## config.mk

```make
export PLATFORM = sky130hd
export DESIGN_NAME = a2d_arb
export DESIGN_NICKNAME = d
export VERILOG_FILES = /design/src/rtl/a2d_arb_pkg.sv /design/src/rtl/a2d_arb_rr_pick.sv /design/src/rtl/a2d_arb.sv
export SDC_FILE = /design/constraint.sdc
export NUM_CORES = 1
export LEC_CHECK = 0
export CAP_MARGIN = 5
export CORE_ASPECT_RATIO = 0.7
export CORE_MARGIN = 2
export CORE_UTILIZATION = 38
export CTS_CLUSTER_SIZE = 10
export DETAILED_ROUTE_END_ITERATION = 8
export PLACE_DENSITY_LB_ADDON = 0.12
export SLEW_MARGIN = 20
export SYNTH_ARGS = -nofsm -noshare
export SYNTH_HDL_FRONTEND = slang
export SYNTH_SLANG_ARGS = --single-unit
```

## constraint.sdc

```tcl
create_clock -name clk -period 3.15 [get_ports clk]
set_input_delay 0.63 -clock clk [delete_from_list [all_inputs] [get_ports clk]]
set_output_delay 0.63 -clock clk [all_outputs]
set_load 0.02 [all_outputs]
```

## src/rtl/a2d_arb_pkg.sv

```systemverilog
// Shared types and defaults for the A2D arbiter and its round-robin picker.
package a2d_arb_pkg;

  typedef enum logic [1:0] {
    IDLE  = 2'd0,
    START = 2'd1,
    WAIT  = 2'd2
  } state_t;

  localparam int NUM_REQ_DEF    = 3;
  localparam int TMO_CYCLES_DEF = 4095;
  localparam int RSLT_W         = 12;

  typedef logic [RSLT_W-1:0] rslt_t;

  // Width of an index into NUM_REQ requesters (at least one bit).
  function automatic int ptr_w(input int n);
    return (n > 1) ? $clog2(n) : 1;
  endfunction

endpackage

```

## src/rtl/a2d_arb_rr_pick.sv

```systemverilog
// Combinational round-robin picker: searches (last+1) mod N upward and
// returns the first requester that is asking.
module rr_pick
  import a2d_arb_pkg::*;
#(
  parameter int NUM_REQ = NUM_REQ_DEF,
  localparam int PW     = ptr_w(NUM_REQ)
) (
  input  logic [NUM_REQ-1:0] req,
  input  logic [PW-1:0]      last,
  output logic               vld,
  output logic [PW-1:0]      idx
);

  int            cand;
  logic [PW-1:0] cand_idx;

  // Walk candidates farthest-first so the nearest one after last wins.
  always_comb begin
    vld      = 1'b0;
    idx      = '0;
    cand     = 0;
    cand_idx = '0;
    for (int k = NUM_REQ; k >= 1; k--) begin
      cand     = (int'(last) + k) % NUM_REQ;
      cand_idx = PW'(cand);
      if (req[cand_idx]) begin
        vld = 1'b1;
        idx = cand_idx;
      end
    end
  end

endmodule

```

## src/rtl/a2d_arb.sv

```systemverilog
// Arbiter sharing one A2D converter among NUM_REQ requesters.
// Handshake: a requester holds req high until it sees a one-cycle rdy
// (result valid in rslt) or tmo (conversion aborted) pulse addressed to it;
// toward the converter, strt_cnv is a one-cycle start and cnv_cmplt a
// one-cycle completion qualified only while waiting.
module a2d_arb
  import a2d_arb_pkg::*;
#(
  parameter int NUM_REQ    = NUM_REQ_DEF,
  parameter int TMO_CYCLES = TMO_CYCLES_DEF
) (
  input  logic                 clk,
  input  logic                 rst_n,
  input  logic [NUM_REQ-1:0]   req,
  input  logic [3*NUM_REQ-1:0] req_chnnl,
  output logic [NUM_REQ-1:0]   rdy,
  output logic [NUM_REQ-1:0]   tmo,
  output rslt_t                rslt,
  output logic                 busy,
  output logic [2:0]           chnnl,
  output logic                 strt_cnv,
  input  logic                 cnv_cmplt,
  input  rslt_t                res,
  output state_t               state_dbg
);

  localparam int PW = ptr_w(NUM_REQ);
  localparam int CW = $clog2(TMO_CYCLES + 1);
  localparam logic [CW-1:0]      TMO_LAST = CW'(TMO_CYCLES - 1);
  localparam logic [NUM_REQ-1:0] ONE      = NUM_REQ'(1);

  state_t        state;
  logic [PW-1:0] owner;
  logic [PW-1:0] last;
  logic [CW-1:0] cnt;
  logic          pick_vld;
  logic [PW-1:0] pick_idx;

  assign state_dbg = state;

  rr_pick #(.NUM_REQ(NUM_REQ)) u_pick (
    .req  (req),
    .last (last),
    .vld  (pick_vld),
    .idx  (pick_idx)
  );

  // Arbitration FSM with all outputs registered. The counter reads 0 during
  // START and then counts cycles since strt_cnv, so the abort pulse lands
  // TMO_CYCLES cycles after the start pulse. No grant is made in the cycle
  // a rdy/tmo pulse is out, giving the finished owner time to drop req.
  always_ff @(posedge clk or negedge rst_n) begin
    if (!rst_n) begin
      state    <= IDLE;
      last     <= PW'(NUM_REQ - 1);
      owner    <= '0;
      cnt      <= '0;
      chnnl    <= '0;
      rslt     <= '0;
      rdy      <= '0;
      tmo      <= '0;
      strt_cnv <= 1'b0;
      busy     <= 1'b0;
    end else begin
      rdy      <= '0;
      tmo      <= '0;
      strt_cnv <= 1'b0;
      case (state)
        IDLE: begin
          if (pick_vld && !(|rdy) && !(|tmo)) begin
            owner    <= pick_idx;
            chnnl    <= req_chnnl[3*pick_idx +: 3];
            cnt      <= '0;
            strt_cnv <= 1'b1;
            busy     <= 1'b1;
            state    <= START;
          end
        end
        START: begin
          cnt   <= cnt + CW'(1);
          state <= WAIT;
        end
        WAIT: begin
          if (cnv_cmplt) begin
            rslt  <= res;
            rdy   <= ONE << owner;
            last  <= owner;
            busy  <= 1'b0;
            state <= IDLE;
          end else if (cnt >= TMO_LAST) begin
            tmo   <= ONE << owner;
            last  <= owner;
            busy  <= 1'b0;
            state <= IDLE;
          end else begin
            cnt <= cnt + CW'(1);
          end
        end
        default: begin
          busy  <= 1'b0;
          state <= IDLE;
        end
      endcase
    end
  end

endmodule

```

==> results of run 1 <==
[placed cells by master (no fill, tap or decap), drive strengths merged, types with 2 or more instances in the layout]
master,instances
clkdlybuf4s50,50
dfrtp,40
mux2,17
nor2,15
inv,13
nand2,13
ha,11
nand3,10
a21boi,10
nor3b,8
a211o,8
and3,7
clkbuf,6
nor2b,5
mux2i,5
o221ai,5
o21ai,5
nand2b,4
o21a,4
nor3,3
buf,3
a32o,2
nand3b,2
o211a,2
a21oi,2
a311o,2
nand4,2
clkinv,2
[kinds of logic (layout without fill, tap and decap cells)]
kind of cell | after synthesis | in the layout | share of synthesized area, %
compound gates | 47 | 47 | 17.8
fa+ha+maj | 11 | 11 | 5.91
buf+inv | 20 | 74 | 3.71
flops | 41 | 41 | 44.1
mux | 22 | 22 | 10.4
simple gates | 76 | 76 | 18.1
[per-stage QoR]
stage	hold slack [ps]	total power, µW	instance area [µm²]
3_5_place_dp	494	2390	2910
6_report	457	2750	3000
5_1_grt	531	2980	3000
3_3_place_gp	487	2390	2910
2_1_floorplan	334	1890	2330
4_1_cts	497	2770	3000
[final cells by class]
cell class / instances / area, µm²
inverters: 13 / 48.8
repair buffers: 53 / 520
clock buffers: 6 / 82.6
multi-input cells: 156 / 1210
fillers: 536 / 2810
well taps: 75 / 93.8
clock inverters: 2 / 13.8
flip-flops and latches: 41 / 1030
[sequential cells by signal, summed over array words and instances (netlist names)]
name       cells
busy           1
chnnl          3
cnt           12
last           2
owner          2
rdy            3
rslt          12
state_dbg      2
strt_cnv       1
tmo            3
[metal layers]
metal  routed length [µm]  vias to the layer above  share of wire [%]  GRT usage, %
met5                    0                        -                  0             0
met3                  395                        7                7.5          6.85
met2                 1940                       45                 37          21.5
li1                     -                      908                  -             -
met1                 2860                      858                 54          25.7
met4                   68                        0                1.3          5.09
[worst max-delay path: cells and delay by family, from the launching register on]
kind,cells,cell delay [ps]
AO/OA/AOI/OAI,2,510
adder cells (fa/ha/maj),1,360
buffers and inverters,1,220
flip-flops,1,560
multiplexers,1,340
AND/OR/NAND/NOR,2,370
[how the worst max path moves through the flow]
stage / endpoint / slack (ps) / cells after the start / startpoint
global placement: chnnl[1]$_DFFE_PN0P_ / 590 / 6 / req[1]
detailed placement: owner[0]$_DFFE_PN0P_ / 550 / 6 / req[1]
floorplan: owner[0]$_DFFE_PN0P_ / 1060 / 7 / last[1]$_DFFE_PN1P_
global route: chnnl[1]$_DFFE_PN0P_ / 460 / 7 / last[0]$_DFFE_PN0P_
finish: state_dbg[1]$_DFFE_PN0P_ / 680 / 7 / last[1]$_DFFE_PN1P_
CTS: state_dbg[1]$_DFFE_PN0P_ / 670 / 7 / last[1]$_DFFE_PN1P_
[where the power goes]
part	internal, µW	total (µW)	switching (µW)	leakage (µW)
clock network	178	372	194	0.0000512
logic	728	1550	821	0.000787
registers	703	830	127	0.000527
==> results.sh, run 1 <==
export IMPL_synthTopCellsByArea="dfrtp_1 43%, mux2_2 8.2%, ha_1 5.9%, a211o_1 3.0%, a21boi_1 2.6%"
export IMPL_fin_nets=308
export IMPL_fin_tns_setup_ps=0
export IMPL_first_pass_iters=4
export IMPL_initial_core_util_pct=40.1
export IMPL_clk_latency_ps=300
export IMPL_grt_use_total_pct=16.9
export IMPL_pre_cts_ws_ps=550
export IMPL_worst_pin_slew_ps=915
export IMPL_worst_r2r_setup_slack_ps=680
export IMPL_synthCells=217
export IMPL_cpPeakStageDelay_ps=560
export IMPL_yosysTopAreaCellShare_pct=43.0
export IMPL_fin_worst_skew_ps=2.29
export IMPL_ys_ff_latch=41
export IMPL_core_um2=5810
export IMPL_grt_first_pass_wirelength_mm=9.17
export IMPL_place_inst=338
export IMPL_peakVddDrop_v=0.000399
export IMPL_synth_area_um2=2330
export IMPL_seq_area_frac_synth_pct=44.1
export IMPL_htree_levels=2
export IMPL_postCtsSetupBuffers=0
export IMPL_cts_resized=0
export IMPL_die_area_um2=6780
export IMPL_wl_mm=5.27
export IMPL_holdCritPathClass="input pin to asynchronous set/reset pin"
export IMPL_arrival_ps=2660
export IMPL_syn_avg_cell_area_um2=10.7
export IMPL_slew_violations=0
export IMPL_ios=52
export IMPL_num_vias=1818
export IMPL_antenna_found_initial=0
export IMPL_drc=0
export IMPL_ant_nets=0
export IMPL_rows=23
export IMPL_ys_warn_count=0
export IMPL_numCtsBuffers=5
export IMPL_grt_max_degree=42
export IMPL_max_freq_mhz=404
export IMPL_crit_slowest_cell="dfstp_2"
export IMPL_p_leak_uw=0.00137
export IMPL_finalHoldViolCount=0
export IMPL_final_util_pct=51.6
export IMPL_area_growth_pct=28.9
export IMPL_setup_viol=0
export IMPL_yosysTopAreaCell="dfrtp_1"
export IMPL_rsz0062_at_grt="false"
export IMPL_syn_nets=255
export IMPL_crit_chain="ha_1 > nor2b_1 > o21ai_0 > o2111ai_2 > buf_4 > nand3b_1 > mux2_2"
export IMPL_ys_flop_type="dfrtp_1"
export IMPL_first_global_vias=1828
export IMPL_synth_commonest_cells="40 x dfrtp_1, 17 x mux2_2, 15 x nor2_1"
export IMPL_rr_endpoint="state_dbg[1]$_DFFE_PN0P_"
export IMPL_via_per_inst=5.25
export IMPL_period_share_pct=78.5
export IMPL_gp_routability_congestion=0.848
export IMPL_max_slew_margin_pct=39.0
export IMPL_stdcell_count=346
export IMPL_cts_root_buf="clkbuf_8"
export IMPL_die_w_um=97.6
export IMPL_die_h_um=69.5
export IMPL_drt_iter0_markers=71
export IMPL_fin_ws_ps=676
export IMPL_cts_hold_buf=0
export IMPL_wire_per_inst_um=15.2
export IMPL_cts_path_max_buffers=2
export IMPL_cp_start_kind="register"
export IMPL_crit_path_end_kind="register"
export IMPL_async_flop_share_pct=100
export IMPL_critPathKind="register to register"
export IMPL_synth_edff_count=0
export IMPL_ys_types=45
export IMPL_cp_required_ps=3340
export IMPL_overflow=0
export IMPL_dp_hpwl_mm=3.82
export IMPL_cellPowerDensity_nw_per_um2=916
export IMPL_tritoncts="done"
export IMPL_antenna_cells=0
export IMPL_port_buffers=51
export IMPL_rr_worst_depth=7
export IMPL_drive_gt1_share_pct=12.9
export IMPL_run_status="finished, final reports clean"
export IMPL_rr_startpoint="last[1]$_DFFE_PN1P_"
export IMPL_clkSlewWorstSetupHoldPaths_ps=80
export IMPL_synth_most_common_cell="dfrtp_1"
export IMPL_crit_fanout=13
export IMPL_cts_sinks=41
export IMPL_max_cap_violations=0
export IMPL_period_needed_ps=2470
Note: power is estimated with default switching activity, not from simulation.
==> run 2, diff against run 1 <==
==> constraint.sdc (replaced) <==
create_clock -name clk -period 2.3 [get_ports clk]
set_input_delay 0.46 -clock clk [delete_from_list [all_inputs] [get_ports clk]]
set_output_delay 0.46 -clock clk [all_outputs]
set_load 0.02 [all_outputs]
==> results.sh, run 2 (same netlist as run 1, synthesis figures left out) <==
export IMPL_run_status="finished, final reports clean"
export IMPL_cp_start_kind="register"
export IMPL_fin_ws_ps=72.3
export IMPL_max_cap_violations=0
export IMPL_grt_first_pass_wirelength_mm=9.25
export IMPL_reg_top3="cnt: 12 flops, rslt: 12 flops"
export IMPL_wl_mm=5.44
export IMPL_final_util_pct=54.0
export IMPL_cts_root_buf="clkbuf_8"
export IMPL_pre_cts_ws_ps=-99.5
export IMPL_die_area_um2=6780
export IMPL_layout_commonest_cell="clkdlybuf4s50_1"
export IMPL_cp_required_ps=2510
export IMPL_fin_worst_skew_ps=6.47
export IMPL_tritoncts="done"
export IMPL_ios=52
export IMPL_holdCritPathClass="input pin to asynchronous set/reset pin"
export IMPL_period_needed_ps=2230
export IMPL_clk_latency_ps=290
export IMPL_antenna_cells=0
export IMPL_final_cell_mix="50 x clkdlybuf4s50_1, 40 x dfrtp_1, 17 x mux2_2, 15 x nor2_1"
export IMPL_max_freq_mhz=449
export IMPL_p_leak_uw=0.00141
export IMPL_cts_hold_buf=0
export IMPL_crit_fanout=12
export IMPL_rsz0062_at_grt="false"
export IMPL_stdcell_count=357
export IMPL_multi_input_area_um2=1270
export IMPL_slew_violations=0
export IMPL_drive_gt1_share_pct=20.2
export IMPL_rr_worst_depth=6
export IMPL_die_h_um=69.5
export IMPL_first_pass_iters=4
export IMPL_cts_path_max_buffers=2
export IMPL_die_w_um=97.6
export IMPL_max_slew_margin_pct=64.2
export IMPL_drt_iter0_markers=84
export IMPL_rows=23
export IMPL_wire_per_inst_um=15.2
export IMPL_grt_use_total_pct=16.7
export IMPL_cellPowerDensity_nw_per_um2=1310
export IMPL_worst_pin_slew_ps=537
export IMPL_numCtsBuffers=5
export IMPL_fillCellCount=534
export IMPL_wl_met3_um=520
export IMPL_ant_nets=0
export IMPL_area_growth_pct=34.8
export IMPL_place_inst=348
export IMPL_gp_routability_congestion=0.829
export IMPL_dr_max_layer_used="met4"
export IMPL_antenna_found_initial=0
export IMPL_critPathKind="register to register"
export IMPL_setup_viol=0
export IMPL_cts_sinks=41
export IMPL_arrival_ps=2440
export IMPL_seqCellArea_um2=1030
export IMPL_fin_tns_setup_ps=0
export IMPL_htree_levels=2
export IMPL_overflow=0
export IMPL_grt_max_degree=42
export IMPL_drc=0
export IMPL_dp_hpwl_mm=3.98
export IMPL_period_share_pct=96.9
export IMPL_initial_core_util_pct=40.1
export IMPL_num_vias=1928
export IMPL_crit_path_end_kind="register"
export IMPL_port_buffers=51
export IMPL_clkSlewWorstSetupHoldPaths_ps=80
export IMPL_drt_met1_wl_mm=2.73
export IMPL_worst_r2r_setup_slack_ps=70
export IMPL_core_um2=5810
export IMPL_first_global_vias=1914
export IMPL_wl_met2_mm=2.13
export IMPL_peakVddDrop_v=0.000634
export IMPL_fin_nets=319
export IMPL_via_per_inst=5.40
export IMPL_finalHoldViolCount=0
## run 2: cell count changes in the layout (fill, tap and decap cells not counted), moves of 2 or more
cell | previous run | this run
clkinvlp_4 | 0 | 2
o221ai_2 | 0 | 2
buf_6 | 0 | 2
buf_4 | 2 | 11
mux2i_2 | 0 | 3
mux2i_1 | 5 | 2
ha_1 | 11 | 9
ha_2 | 0 | 2
o221ai_1 | 5 | 3
## run 2: worst max-delay path: stages (launching register included)
cell	delay [ps]
dfstp_2	560
ha_2	290
buf_6	140
a32o_2	270
o211a_1	270
or3b_4	420
o221ai_1	190
## run 2: final timing paths
kind                                           from                   end
worst max-delay path            last[1]$_DFFE_PN1P_  chnnl[1]$_DFFE_PN0P_
worst min-delay path                          rst_n    strt_cnv$_DFF_PN0_
worst max register to register  last[1]$_DFFE_PN1P_  chnnl[1]$_DFFE_PN0P_
worst min register to register  rslt[9]$_DFFE_PN0P_   rslt[9]$_DFFE_PN0P_
max in group asynchronous                     rst_n    cnt[0]$_DFFE_PN0P_
min in group clk                rslt[9]$_DFFE_PN0P_   rslt[9]$_DFFE_PN0P_
## run 2: what timing repair did
item / in CTS / in global routing
endpoints found under the setup margin: 0 / 13
setup buffers: 0 / 1
endpoints found under the hold margin: 0 / 0
resized for setup: 0 / 16
## run 2: layout make-up
class / instances / share of cell area (%)
Clock inverter: 2 / 0.478
Inverter: 13 / 1.56
Tap cell: 75 / 2.99
Clock buffer: 6 / 2.31
Multi-Input combinational cell: 156 / 40.5
Sequential cell: 41 / 32.7
Timing Repair Buffer: 64 / 19.5
## run 2: report_power, final
| part | switching [µW] | internal (µW) | total, µW |
|---|---|---|---|
| registers | 164 | 963 | 1130 |
| logic | 1250 | 1250 | 2510 |
| clock network | 268 | 214 | 482 |
| total | 1690 | 2430 | 4110 |
## run 2: per-layer routing
metal  track usage [%]  up-vias
li1                  -      925
met1              24.0      932
met2              22.9       64
met3              7.86        7
met4              3.09        0
met5                 0        -
## run 2: per-stage QoR
stage	instance area, µm²	power [µW]	hold WS [ps]
4_1_cts	3070	3960	244
5_1_grt	3140	4420	269
6_report	3140	4110	210
3_3_place_gp	2980	3440	483
3_5_place_dp	2980	3460	496
2_1_floorplan	2330	2590	164
==> run 3, diff against run 2 <==
--- a/config.mk
+++ b/config.mk
@@ -9,6 +9,7 @@
 export CORE_ASPECT_RATIO = 0.7
 export CORE_MARGIN = 2
 export CORE_UTILIZATION = 38
+export CTS_BUF_LIST = sky130_fd_sc_hd__clkbuf_4 sky130_fd_sc_hd__clkbuf_8 sky130_fd_sc_hd__clkbuf_16
 export CTS_CLUSTER_SIZE = 10
 export DETAILED_ROUTE_END_ITERATION = 8
 export PLACE_DENSITY_LB_ADDON = 0.12
==> results.sh, run 3 (same netlist as run 1, synthesis figures left out) <==
export IMPL_fin_nets=319
export IMPL_rsz0062_at_grt="false"
export IMPL_numCtsBuffers=5
export IMPL_final_util_pct=54.0
export IMPL_crit_fanout=12
export IMPL_first_global_vias=1911
export IMPL_tritoncts="done"
export IMPL_peakVddDrop_v=0.000633
export IMPL_die_area_um2=6780
export IMPL_via_per_inst=5.34
export IMPL_setup_viol=0
export IMPL_grt_use_total_pct=16.7
export IMPL_drt_iter0_markers=66
export IMPL_critPathKind="register to register"
export IMPL_cellPowerDensity_nw_per_um2=1310
export IMPL_p_leak_uw=0.00142
export IMPL_drive_gt1_share_pct=20.6
export IMPL_dp_hpwl_mm=3.98
export IMPL_die_h_um=69.5
export IMPL_clkSlewWorstSetupHoldPaths_ps=80
export IMPL_cts_sinks=41
export IMPL_reg_top3="cnt: 12 flops, rslt: 12 flops"
export IMPL_stdcell_count=357
export IMPL_grt_first_pass_wirelength_mm=9.26
export IMPL_wl_mm=5.40
export IMPL_grt_max_degree=42
export IMPL_wire_per_inst_um=15.1
export IMPL_final_cell_mix="50 x clkdlybuf4s50_1, 40 x dfrtp_1, 17 x mux2_2, 15 x nor2_1"
export IMPL_overflow=0
export IMPL_initial_core_util_pct=40.1
export IMPL_hold_worst_slack_ps=212
export IMPL_ios=52
export IMPL_antenna_cells=0
export IMPL_area_growth_pct=34.9
export IMPL_max_cap_violations=0
export IMPL_period_needed_ps=2240
export IMPL_slew_violations=0
export IMPL_max_slew_margin_pct=62.8
export IMPL_core_um2=5810
export IMPL_crit_path_end_kind="register"
export IMPL_cts_hold_buf=0
export IMPL_fillCellCount=534
export IMPL_gp_routability_congestion=0.829
export IMPL_place_inst=348
export IMPL_cp_start_kind="register"
export IMPL_rr_worst_depth=6
export IMPL_fin_tns_setup_ps=0
export IMPL_rows=23
export IMPL_holdCritPathClass="input pin to asynchronous set/reset pin"
export IMPL_drc=0
export IMPL_antenna_found_initial=0
export IMPL_worst_pin_slew_ps=559
export IMPL_layout_commonest_cell="clkdlybuf4s50_1"
export IMPL_port_buffers=51
export IMPL_period_share_pct=97.2
export IMPL_arrival_ps=2440
export IMPL_cts_root_buf="clkbuf_8"
export IMPL_die_w_um=97.6
export IMPL_htree_levels=2
export IMPL_max_freq_mhz=447
export IMPL_ant_nets=0
export IMPL_finalHoldViolCount=0
export IMPL_run_status="finished, final reports clean"
export IMPL_num_vias=1905
export IMPL_cts_path_max_buffers=2
export IMPL_first_pass_iters=4
export IMPL_fin_worst_skew_ps=5.16
export IMPL_clk_latency_ps=290
export IMPL_cp_required_ps=2510
## run 3: worst paths after layout
check	end	start	slack [ps]
setup / recovery	chnnl[1]$_DFFE_PN0P_	last[1]$_DFFE_PN1P_	60
hold / removal	strt_cnv$_DFF_PN0_	rst_n	210
setup reg to reg	chnnl[1]$_DFFE_PN0P_	last[1]$_DFFE_PN1P_	60
hold reg to reg	rslt[9]$_DFFE_PN0P_	rslt[9]$_DFFE_PN0P_	510
max in group asynchronous	cnt[0]$_DFFE_PN0P_	rst_n	1700
min in group clk	rslt[9]$_DFFE_PN0P_	rslt[9]$_DFFE_PN0P_	510
## run 3: critical path, cell delays in order, from the launching register on
cell,delay (ps)
dfstp_2,560
ha_2,290
buf_6,150
a32o_2,270
o211a_1,270
or3b_4,420
o221ai_1,200
## run 3: routing by layer
layer  part of all wire [%]  up-vias  global-route usage (%)
met5                      0        -                       0
met4                   0.39        0                    3.09
met3                    9.6        3                    7.86
met2                     40       62                    22.9
met1                     50      916                    24.0
li1                       -      924                       -
## run 3: layout make-up
cell class,count,area (µm²),share of cell area (%)
tap,75,93.8,2.99
inverter,13,48.8,1.55
timing repair buffer,64,611,19.4
clock buffer,6,76.3,2.43
clock inverter,2,15.0,0.478
sequential,41,1030,32.7
multi-input combinational,156,1270,40.4
## run 3: repair_timing
item                                    4_1_cts  5_1_grt
buffers inserted                              0        1
resized for setup                             0       16
endpoints found under the setup margin        0       13
## run 3: stage by stage
step	power [µW]	setup slack [ps]	instance area [µm²]
CTS	3970	3.28	3070
global placement	3440	-17.1	2980
global route	4430	7.98	3140
floorplan	2590	207	2330
finish	4120	64.7	3140
detailed placement	3460	-99.5	2980
## run 3: report_power, final
part | internal [µW] | switching, µW | total (µW)
logic | 1250 | 1250 | 2510
registers | 963 | 164 | 1130
clock network | 226 | 266 | 492
